[src/rtl/adc_serial_cfg.sv]
// Serial configuration master: shifts a 24-bit address/data word to one ADC (or all twelve), or issues a hardware-reset pulse.
// Latency: outputs respond 1 cycle after START/HW_RST_REQ; a write takes 49*CLK_DIV cycles, with DONE in the cycle after that.
// Backpressure: BUSY is high while a write or reset pulse is in progress; START/HW_RST_REQ during BUSY are dropped, not queued.
module adc_serial_cfg #(
  parameter int CLK_DIV   = 4,
  parameter int RST_PULSE = 16
) (
  input  logic        clk,
  input  logic        rst_b,
  input  logic        start,
  input  logic [3:0]  adc_sel,
  input  logic [23:0] wdata,
  input  logic        hw_rst_req,
  output logic        busy,
  output logic        done,
  output logic        err,
  output logic [11:0] adc_cs,
  output logic        adc_rst,
  output logic        adc_sclk,
  output logic        adc_sdata
);

  // One phase counter serves both the SCLK half-period and the reset pulse, so size it for the longer one.
  localparam int PMAX = (CLK_DIV > RST_PULSE) ? CLK_DIV : RST_PULSE;
  localparam int PW   = $clog2(PMAX + 1);
  localparam logic [PW-1:0] DIV_LD = PW'(CLK_DIV - 1);
  localparam logic [PW-1:0] RST_LD = PW'(RST_PULSE - 1);
  localparam logic [PW-1:0] ONE    = PW'(1);

  typedef enum logic [2:0] {
    IDLE,
    RSTP,
    SETUP,
    SCLK_HI,
    SCLK_LO,
    HOLD
  } state_t;

  state_t         state;
  logic [PW-1:0]  phase_cnt;
  logic [4:0]     bit_cnt;
  logic [23:0]    shreg;
  logic           sel_legal;
  logic [11:0]    sel_cs;
  logic           phase_end;

  // Decode the requested target: 0-11 one-hot, 15 broadcast, 12-14 rejected.
  always_comb begin
    sel_legal = (adc_sel < 4'd12) || (adc_sel == 4'd15);
    sel_cs    = (adc_sel == 4'd15) ? 12'hFFF : (12'h001 << adc_sel);
    phase_end = (phase_cnt == '0);
  end

  // Sequencer: every output is registered and updated on the edge that enters its phase.
  always_ff @(posedge clk) begin
    if (!rst_b) begin
      state     <= IDLE;
      phase_cnt <= '0;
      bit_cnt   <= '0;
      shreg     <= '0;
      busy      <= 1'b0;
      done      <= 1'b0;
      err       <= 1'b0;
      adc_cs    <= '0;
      adc_rst   <= 1'b0;
      adc_sclk  <= 1'b0;
      adc_sdata <= 1'b0;
    end else begin
      done <= 1'b0;
      err  <= 1'b0;
      case (state)
        IDLE: begin
          // Hardware reset wins over a write presented on the same edge.
          if (hw_rst_req) begin
            state     <= RSTP;
            phase_cnt <= RST_LD;
            adc_rst   <= 1'b1;
            busy      <= 1'b1;
          end else if (start) begin
            if (sel_legal) begin
              state     <= SETUP;
              phase_cnt <= DIV_LD;
              bit_cnt   <= '0;
              shreg     <= wdata;
              adc_cs    <= sel_cs;
              adc_sdata <= wdata[23];
              busy      <= 1'b1;
            end else begin
              err <= 1'b1;
            end
          end
        end
        RSTP: begin
          if (phase_end) begin
            state   <= IDLE;
            adc_rst <= 1'b0;
            busy    <= 1'b0;
            done    <= 1'b1;
          end else begin
            phase_cnt <= phase_cnt - ONE;
          end
        end
        SETUP: begin
          if (phase_end) begin
            state     <= SCLK_HI;
            phase_cnt <= DIV_LD;
            adc_sclk  <= 1'b1;
          end else begin
            phase_cnt <= phase_cnt - ONE;
          end
        end
        SCLK_HI: begin
          if (phase_end) begin
            phase_cnt <= DIV_LD;
            adc_sclk  <= 1'b0;
            // After the last bit keep SDATA on bit 0 through the hold phase.
            if (bit_cnt == 5'd23) begin
              state <= HOLD;
            end else begin
              state     <= SCLK_LO;
              bit_cnt   <= bit_cnt + 5'd1;
              shreg     <= {shreg[22:0], 1'b0};
              adc_sdata <= shreg[22];
            end
          end else begin
            phase_cnt <= phase_cnt - ONE;
          end
        end
        SCLK_LO: begin
          if (phase_end) begin
            state     <= SCLK_HI;
            phase_cnt <= DIV_LD;
            adc_sclk  <= 1'b1;
          end else begin
            phase_cnt <= phase_cnt - ONE;
          end
        end
        HOLD: begin
          if (phase_end) begin
            state     <= IDLE;
            adc_cs    <= '0;
            adc_sdata <= 1'b0;
            busy      <= 1'b0;
            done      <= 1'b1;
          end else begin
            phase_cnt <= phase_cnt - ONE;
          end
        end
        default: begin
          state <= IDLE;
        end
      endcase
    end
  end

endmodule

[config.mk]
export PLATFORM = sky130hd
export DESIGN_NAME = adc_serial_cfg
export DESIGN_NICKNAME = d
export VERILOG_FILES = /design/src/rtl/adc_serial_cfg.sv
export SDC_FILE = /design/constraint.sdc
export NUM_CORES = 1
export LEC_CHECK = 0
export BUFFER_PORTS_ARGS = -buffer_cell sky130_fd_sc_hd__buf_4
export CORE_MARGIN = 8
export CORE_UTILIZATION = 50
export DETAILED_ROUTE_END_ITERATION = 10
export GPL_TIMING_DRIVEN = 0
export PLACE_DENSITY_LB_ADDON = 0.25
export SLEW_MARGIN = 10
export SYNTH_ARGS = -nofsm -noshare
export SYNTH_HDL_FRONTEND = slang
export SYNTH_SLANG_ARGS = --single-unit
[constraint.sdc]
create_clock -name clk -period 2.6 [get_ports clk]
set_clock_uncertainty 0.2 [all_clocks]
set_input_delay 0 -clock clk [delete_from_list [all_inputs] [get_ports clk]]
set_output_delay 0 -clock clk [all_outputs]
set_load 0.05 [all_outputs]
Word level (Yosys, flattened, before mapping):

Index checks and enable logic that the tools add are counted.

* mux-type cells: 49
* equal/unequal tests: 20
* shift operators: 1
* add/subtract/negate cells: 2
* reductions and logical operators: 23
* $lt $le $gt $ge: 1
* bitwise logic cells: 3

Operator list (number)
* 23-bit 2-to-1 mux: 5
* 12-bit 2-to-1 mux: 5
* 5-bit 2-to-1 mux: 10
* 23-bit case mux with 2 select lines: 1
* 12-bit case mux with 2 select lines: 1
* 3-bit 2-to-1 mux: 6
* 2-bit != test (second input constant): 9
* 5-bit case mux with 3 select lines: 1
* 1-bit 2-to-1 mux: 14
* 3-bit case mux with 4 select lines: 1
* 1-bit by 4-bit << shifter with 12-bit output (first input constant): 1
* 5-bit case mux with 2 select lines: 1
* 5-bit AND reduction: 2
* 2-bit nonzero test: 5
* 4-bit AND reduction: 2
* 7-bit AND reduction: 1
* 3-bit by 2-bit == test with 1-bit output (second input constant): 2
* 3-bit == test (second input constant): 2
* 3-bit != test (second input constant): 2
* 1-bit case mux with 2 select lines: 3
* 3-bit AND reduction: 2
* 6-bit AND reduction: 1
* 3-bit nonzero test: 2
* 5-bit by 1-bit adder with 5-bit output (second input constant): 1
* other kinds (15): 19

* register bits after elaboration: 54
* output and inout bits: 18

Depth between registers and ports, before layout:

Gate-level depths: netlist of the first run.

* depth in word-level cells: 6
* depth in mapped cells: 9
* depth with buffers taken out: 7

Worst setup path after synthesis of the first run:

No wires, ideal clock.

* kind: register to register
* from: register phase_cnt[0]
* to: register adc_sdata
* clock period less this slack: 2.534 ns
* slack: 0.066 ns
* buffers on the path: 2
* setup time: 0.122 ns
* arrival time: 2.212 ns
* cell stages (with the launch flop): 10
* cells stage by stage: dfxtp_1 > inv_1 > ha_1 > or4b_4 > or4_1 > buf_2 > o21ai_4 > buf_6 > o221ai_1 > o311a_1

* word-level cells in the longest chain between the ends: 3
* elaborated cells between the ends (all ways): 4
* classes of those cells: eq/ne (2); reduce/logical (2)

RTL lines
* from (decl): line 40 `logic [PW-1:0] phase_cnt;`
* from (signal assigned): line 100 `phase_cnt <= phase_cnt - ONE;`
* from (signal assigned): line 109 `phase_cnt <= phase_cnt - ONE;`
* from (signal assigned): line 126 `phase_cnt <= phase_cnt - ONE;`
* 5-bit logical NOT *: line 51 `phase_end = (phase_cnt == '0);`
* 2-bit != test (no source line)
* 7-bit AND reduction (no source line) *
* to (signal assigned): line 86 `adc_sdata <= wdata[23];`
* to (signal assigned): line 123 `adc_sdata <= shreg[22];`
* to (decl): line 20 `output logic adc_sdata`

Mark *: on every way between the ends. The rest lies on a longest branch, timed or not.
A chain may end at the register's enable or synchronous reset.

Worst setup path after layout of the first run:

* from: register phase_cnt[1]
* to: register adc_sdata

The elaborated chain is that of the path after synthesis.

==> results of run 1 <==
-- stage by stage --
| step | instances | setup WS [ns] |
|---|---|---|
| finish | 519 | 0.101 |
| global route | 519 | 0.0248 |
| CTS | 518 | 0.00206 |
| detailed placement | 470 | -0.284 |
| global placement | 470 | -0.238 |
| floorplan | 352 | 0.0658 |
-- final cells by class --
class / count / area share (%)
sequential: 54 / 28.4
clock inverter: 1 / 0.786
buffer: 26 / 3.54
tap: 72 / 2.36
clock buffer: 6 / 2.16
inverter: 5 / 0.491
multi-input combinational: 266 / 42.4
timing repair buffer: 89 / 19.9
-- final timing paths --
check | startpoint | endpoint | slack [ns] | cells past startpoint
worst min register to register | adc_cs[5] | adc_cs[5] | 0.25 | 2
worst max-delay path | phase_cnt[1] | adc_sdata | 0.10 | 8
worst min-delay path | adc_cs[5] | adc_cs[5] | 0.25 | 2
worst max register to register | phase_cnt[1] | adc_sdata | 0.10 | 8
-- worst max-delay path, cell delays in order (launching register included) --
cell	delay [ns]
dfxtp_2	0.34
inv_2	0.08
ha_4	0.14
or4b_4	0.50
or4_4	0.49
o21ai_4	0.17
buf_6	0.17
o221ai_1	0.13
o311a_1	0.16
-- sequential cells by signal, summed over array words and instances (netlist names) --
register	count
phase_cnt	5
adc_cs	12
state	3
adc_sclk	1
err	1
busy	1
adc_sdata	1
bit_cnt	5
done	1
shreg	23
adc_rst	1
-- logic make-up (layout without fill, tap and decap cells) --
family / Yosys count / in the layout
buffers and inverters: 32 / 127
multiplexers: 1 / 1
AND/OR/NAND/NOR: 168 / 168
adder cells (fa/ha/maj): 2 / 2
XOR/XNOR: 4 / 4
flip-flops: 54 / 54
AO/OA/AOI/OAI: 91 / 91
-- routing by layer --
layer	share of wire, %	global-route usage (%)	up-vias
li1	-	-	1435
met1	44	22.4	1314
met2	49	33.0	81
met3	5.3	4.28	15
met4	1.7	5.73	0
met5	0	0	-
-- report_power, final --
part / switching [mW] / internal [mW] / total [mW]
Sequential: 0.0815 / 0.949 / 1.03
Clock: 0.280 / 0.309 / 0.588
Combinational: 0.678 / 0.488 / 1.17
Total: 1.04 / 1.75 / 2.79
-- cell usage in the layout (no fill, tap or decap), types with 6 or more instances in the layout --
master / instances
nand2_1: 82
buf_4: 55
dfxtp_1: 52
nor2_1: 40
dlygate4sd3_1: 34
a21oi_1: 29
a311oi_2: 22
clkbuf_1: 17
o21ai_0: 12
or3_1: 9
buf_6: 6
nand3_1: 6
nor3_1: 6
clkbuf_8: 6
-- what timing repair did --
action	4_1_cts	5_1_grt
gates resized for setup	14	4
hold buffers	34	0
setup buffers	5	2
hold endpoints to repair	39	0
pin swaps	1	2
gates cloned	2	0
endpoints found under the setup margin	40	38
==> impl_metrics.csv, run 1 <==
group,metric,value,unit
outcome,status,"finished clean",
logic_synthesis,synth-simple-area-share,26.5,%
logic_synthesis,muxShareOfSynthArea,0.399,%
finish,fin_area,3820,µm²
floorplanning,fp.dieW,91.1,µm
logic_synthesis,yosysWarnings,0,
flow_run,drv_cap,0,
logic_synthesis,ys_top_cells_by_count,"nand2_1, dfxtp_1, nor2_1, a21oi_1, a311oi_2",
logic_synthesis,synth_ff_type,"dfxtp_1",
global_route,grt_util_all_layers,18.9,%
global_route,grt_pass1_wl,13.2,mm
worst_setup_path,arrival,2.50,ns
power,total_power,2.79,mW
floorplanning,die_area,8300,µm²
drt,drt-pass1-iter-count,4,
floorplanning,num_rows,27,
logic_synthesis,synth.avg_cell_area,8.02,µm²
worst_setup_path,crit_type,"reg -> reg",
finish,fin_nets,481,
place,hpwl,5.14,mm
cts,insertion_delay,0.32,ns
global_route,grt.overflow.total,0,
logic_synthesis,ys_seq_elements,54,
finish,fillCellCount,464,
worst_setup_path,start_kind,"register",
drt,drtIter0Drc,114,
finish,multiInputGateArea,1620,µm²
sta,max_freq,0.400,GHz
sta,min_period,2.50,ns
drt,final_antenna_net_count,0,
worst_setup_path,critPathMaxFanout,7,
cts,cts_root_buffer,"clkbuf_8",
min_path,min-delay-path-class,"reg -> reg",
sta,holdWs,0.255,ns
cts,max-clock-path-buffers,2,
cts,cts_sinks,54,
cts,htree_levels,2,
sta,final-hold-violation-count,0,
floorplanning,coreArea,5470,µm²
drt,finalWirelength,7.75,mm
logic_synthesis,ys_seq_area_share,38.3,%
global_route,grt_pass1_vias,2877,
worst_setup_path,required,2.60,ns
logic_synthesis,synth_xor_area_share,1.24,%
logic_synthesis,synth-compound-area-share,27.0,%
logic_synthesis,synth_fp_nets,386,
sta,slew_headroom,41.6,%
finish,insertedDiodeCount,0,
sta,fin_crit_sh,96.1,%
finish,layout-drive-gt1-share,23.3,%
logic_synthesis,synth.distinct_cells,49,
drt,vias,2845,
sta,drv_slew,0,
cts,numCtsBuffers,5,
finish,final_util,69.8,%
sta,worst_pin_slew,0.864,ns
floorplanning,initial_core_util,51.6,%
cts,clk_pin_slew,0.10,ns
finish,seqCellArea,1080,µm²
place,io_buffers,46,
power,leakagePower,1.46,nW
sta,rsz0062_at_grt,"false",
logic_synthesis,synth_cells,352,
logic_synthesis,synth_area_leaders,"dfxtp_1, a311oi_2, nand2_1",
drt,wl_per_cell,14.9,µm
drt,drc,0,
logic_synthesis,synth_top_area_share,38.3,%
sta,setup_tns,0,ns
global_route,antenna_found_initial,0,
logic_synthesis,synth_fa_ha_area_share,0.887,%
floorplanning,dieHeight,91.1,µm
logic_synthesis,yosysMostFrequentCell,"nand2_1",
drt,viasPerCell,5.48,
logic_synthesis,yosys.area.top_type,"dfxtp_1",
cts,cts_tree,"built",
worst_setup_path,end_kind,"register",
logic_synthesis,async_reset_ff_share,0,%
sta,setup_viol,0,
power,vdd_drop_max,0.416,mV
logic_synthesis,synth_enable_flop_cells,0,
place,gp_congestion,0.848,
logic_synthesis,synth_top_family_by_area,"compound AO/OA/AOI/OAI gates",
power,power_density,729,nW/µm²
finish,area_growth,35.3,%
place,dpl-instance-area,3260,µm²
global_route,grt_max_degree,16,
floorplanning,ios,50,
logic_synthesis,syn_area,2820,µm²
Power figures use the tool's default switching activity.
==> run 2: changes to the inputs <==
--- a/config.mk
+++ b/config.mk
@@ -8,9 +8,10 @@
 export BUFFER_PORTS_ARGS = -buffer_cell sky130_fd_sc_hd__buf_4
 export CORE_MARGIN = 8
 export CORE_UTILIZATION = 50
+export CTS_BUF_LIST = sky130_fd_sc_hd__clkbuf_16
 export DETAILED_ROUTE_END_ITERATION = 10
 export GPL_TIMING_DRIVEN = 0
-export PLACE_DENSITY_LB_ADDON = 0.25
+export PLACE_DENSITY_LB_ADDON = 0.1
 export SLEW_MARGIN = 10
 export SYNTH_ARGS = -nofsm -noshare
 export SYNTH_HDL_FRONTEND = slang
==> run 2 against run 1 <==
Critical path depth increased by 1. Sequential share of layout area fell by 0.33 points. Worst setup slack better by 0.038 ns. Global-route usage down 1.4 points. Critical endpoint unchanged. Clock-buffer cell count shrank 1. Sequential cell count unchanged. Register-to-register slack improved by 0.04 ns. Routed wire length shrank 5.3%. Clock power is 12% higher. Hold slack worse by 0.0032 ns. Largest power group unchanged.
==> impl_metrics.csv, run 2 (same netlist as run 1, synthesis figures left out) <==
group,metric,value,unit
outcome,status,"finished clean",
cts,cts_root_buffer,"clkbuf_16",
sta,setup_ws,0.139,ns
worst_setup_path,regToRegEndpoint,"adc_sdata",
cts,cts_sinks,54,
sta,max_freq,0.406,GHz
sta,setup_viol,0,
worst_setup_path,ff2ff_setup_slack,0.14,ns
finish,largest_reg_flops,23,
place,gp_congestion,0.814,
drt,finalWirelength,7.34,mm
global_route,antenna_found_initial,0,
floorplanning,dieHeight,91.1,µm
place,hpwl,4.91,mm
power,leakagePower,1.48,nW
drt,viasPerCell,5.43,
finish,fin_nets,483,
worst_setup_path,crit_type,"reg -> reg",
floorplanning,ios,50,
finish,fillCellCount,477,
cts,cts_tree,"built",
floorplanning,num_rows,27,
worst_setup_path,required,2.58,ns
sta,drv_slew,0,
cts,htree_levels,2,
global_route,grt_util_all_layers,17.4,%
sta,slew_headroom,41.1,%
worst_setup_path,critPathMaxFanout,8,
sta,holdWs,0.252,ns
floorplanning,die_area,8300,µm²
drt,vias,2837,
min_path,hold_depth,2,
place,dpl-instance-area,3260,µm²
power,total_power,2.83,mW
floorplanning,fp.dieW,91.1,µm
drt,drtIter0Drc,97,
min_path,min-delay-path-class,"reg -> reg",
global_route,grt_pass1_vias,2672,
finish,fin_area,3860,µm²
worst_setup_path,end_kind,"register",
finish,layout_common_cells,"nand2_1, buf_4, dfxtp_1, nor2_1, dlygate4sd3_1",
cts,clk_pin_slew,0.07,ns
min_path,hp-start,"adc_cs[8]",
drt,final_antenna_net_count,0,
cts,numCtsBuffers,5,
worst_setup_path,arrival,2.44,ns
drt,drc,0,
global_route,grt.overflow.total,0,
worst_setup_path,start_kind,"register",
finish,insertedDiodeCount,0,
finish,final_util,70.6,%
worst_setup_path,rr_worst_depth,9,
finish,regMostFlops,"shreg",
cts,max-clock-path-buffers,2,
place,io_buffers,46,
finish,area_growth,36.9,%
sta,final-hold-violation-count,0,
floorplanning,coreArea,5470,µm²
global_route,grt_max_degree,17,
power,vdd_drop_max,0.404,mV
drt,drt-pass1-iter-count,5,
drt,wl_per_cell,14.1,µm
sta,rsz0062_at_grt,"true",
sta,worst_pin_slew,0.871,ns
sta,fin_crit_sh,94.7,%
power,power_density,732,nW/µm²
floorplanning,initial_core_util,51.6,%
place,detailedPlace.worstSlack,-0.271,ns
finish,layout-drive-gt1-share,23.6,%
finish,largest_registers,"shreg x23, adc_cs x12",
sta,min_period,2.46,ns
flow_run,drv_cap,0,
finish,layout_commonest_cell,"nand2_1",
cts,insertion_delay,0.29,ns
worst_setup_path,reg2reg_from,"phase_cnt[0]",
global_route,grt_pass1_wl,12.4,mm
min_path,hold-path-endpoint,"adc_cs[8]",
==> run 2: cell types whose count changed in the layout (fill, tap and decap cells not counted), sizes merged <==
cell | before | now
bufinv | 1 | 0
buf | 64 | 65
clkinv | 0 | 2
clkinvlp | 0 | 1
==> run 2: timing repair <==
item / 4_1_cts / 5_1_grt
setup endpoints to repair: 40 / 36
gates cloned: 2 / 1
hold buffers: 34 / 0
pin swaps: 1 / 4
hold endpoints to repair: 36 / 0
buffers inserted: 5 / 2
resized for setup: 13 / 4
==> run 2: metal layers <==
layer  vias to the layer above  share of wire, %  GRT usage (%)
met2                        80                49           29.1
met5                         -                 0              0
li1                       1444                 -              -
met1                      1305                44           21.8
met4                         0               1.1           5.32
met3                         8               5.7           3.87
==> run 2: how the worst max path moves through the flow <==
| stage | from | end | slack, ns | cells past startpoint |
|---|---|---|---|---|
| after global placement | state[0] | adc_cs[2] | -0.25 | 7 |
| after detailed placement | state[0] | adc_cs[2] | -0.27 | 7 |
| after CTS | phase_cnt[1] | adc_sdata | 0.007 | 9 |
| after global routing | adc_sel[3] | adc_cs[7] | -0.008 | 8 |
| after floorplan | phase_cnt[0] | adc_sdata | 0.07 | 9 |
| final | phase_cnt[0] | adc_sdata | 0.14 | 9 |
==> run 2: where the power goes <==
| group | total, mW | switching, mW | internal, mW |
|---|---|---|---|
| sequential | 1.03 | 0.0791 | 0.950 |
| clock | 0.661 | 0.308 | 0.353 |
| combinational | 1.14 | 0.656 | 0.482 |
==> run 2: cell type report <==
class                   instances  area (µm²)  share of cell area [%]
flip-flops and latches         54        1080                    28.0
well taps                      72        90.1                    2.33
clock inverters                 3        16.3                   0.421
clock buffers                   5         125                    3.24
plain buffers                  27         146                    3.79
inverters                       5        18.8                   0.486
repair buffers                 90         766                    19.8
multi-input cells             266        1620                    41.9
==> run 2: through the flow <==
step / TNS (ns) / cells
after global routing: -0.00843 / 522
final: 0 / 522
after CTS: 0 / 519
after global placement: -4.31 / 470
after detailed placement: -5.17 / 470
after floorplan: 0 / 352
==> run 2: critical path, cell delays in order, from the launching register on <==
cell and delay, ns:
dfxtp_2 0.33, inv_2 0.07, ha_4 0.12, or4b_4 0.48, or4_4 0.43, buf_6 0.14, o21ai_4 0.12, buf_6 0.17
o221ai_1 0.13, o311a_1 0.15
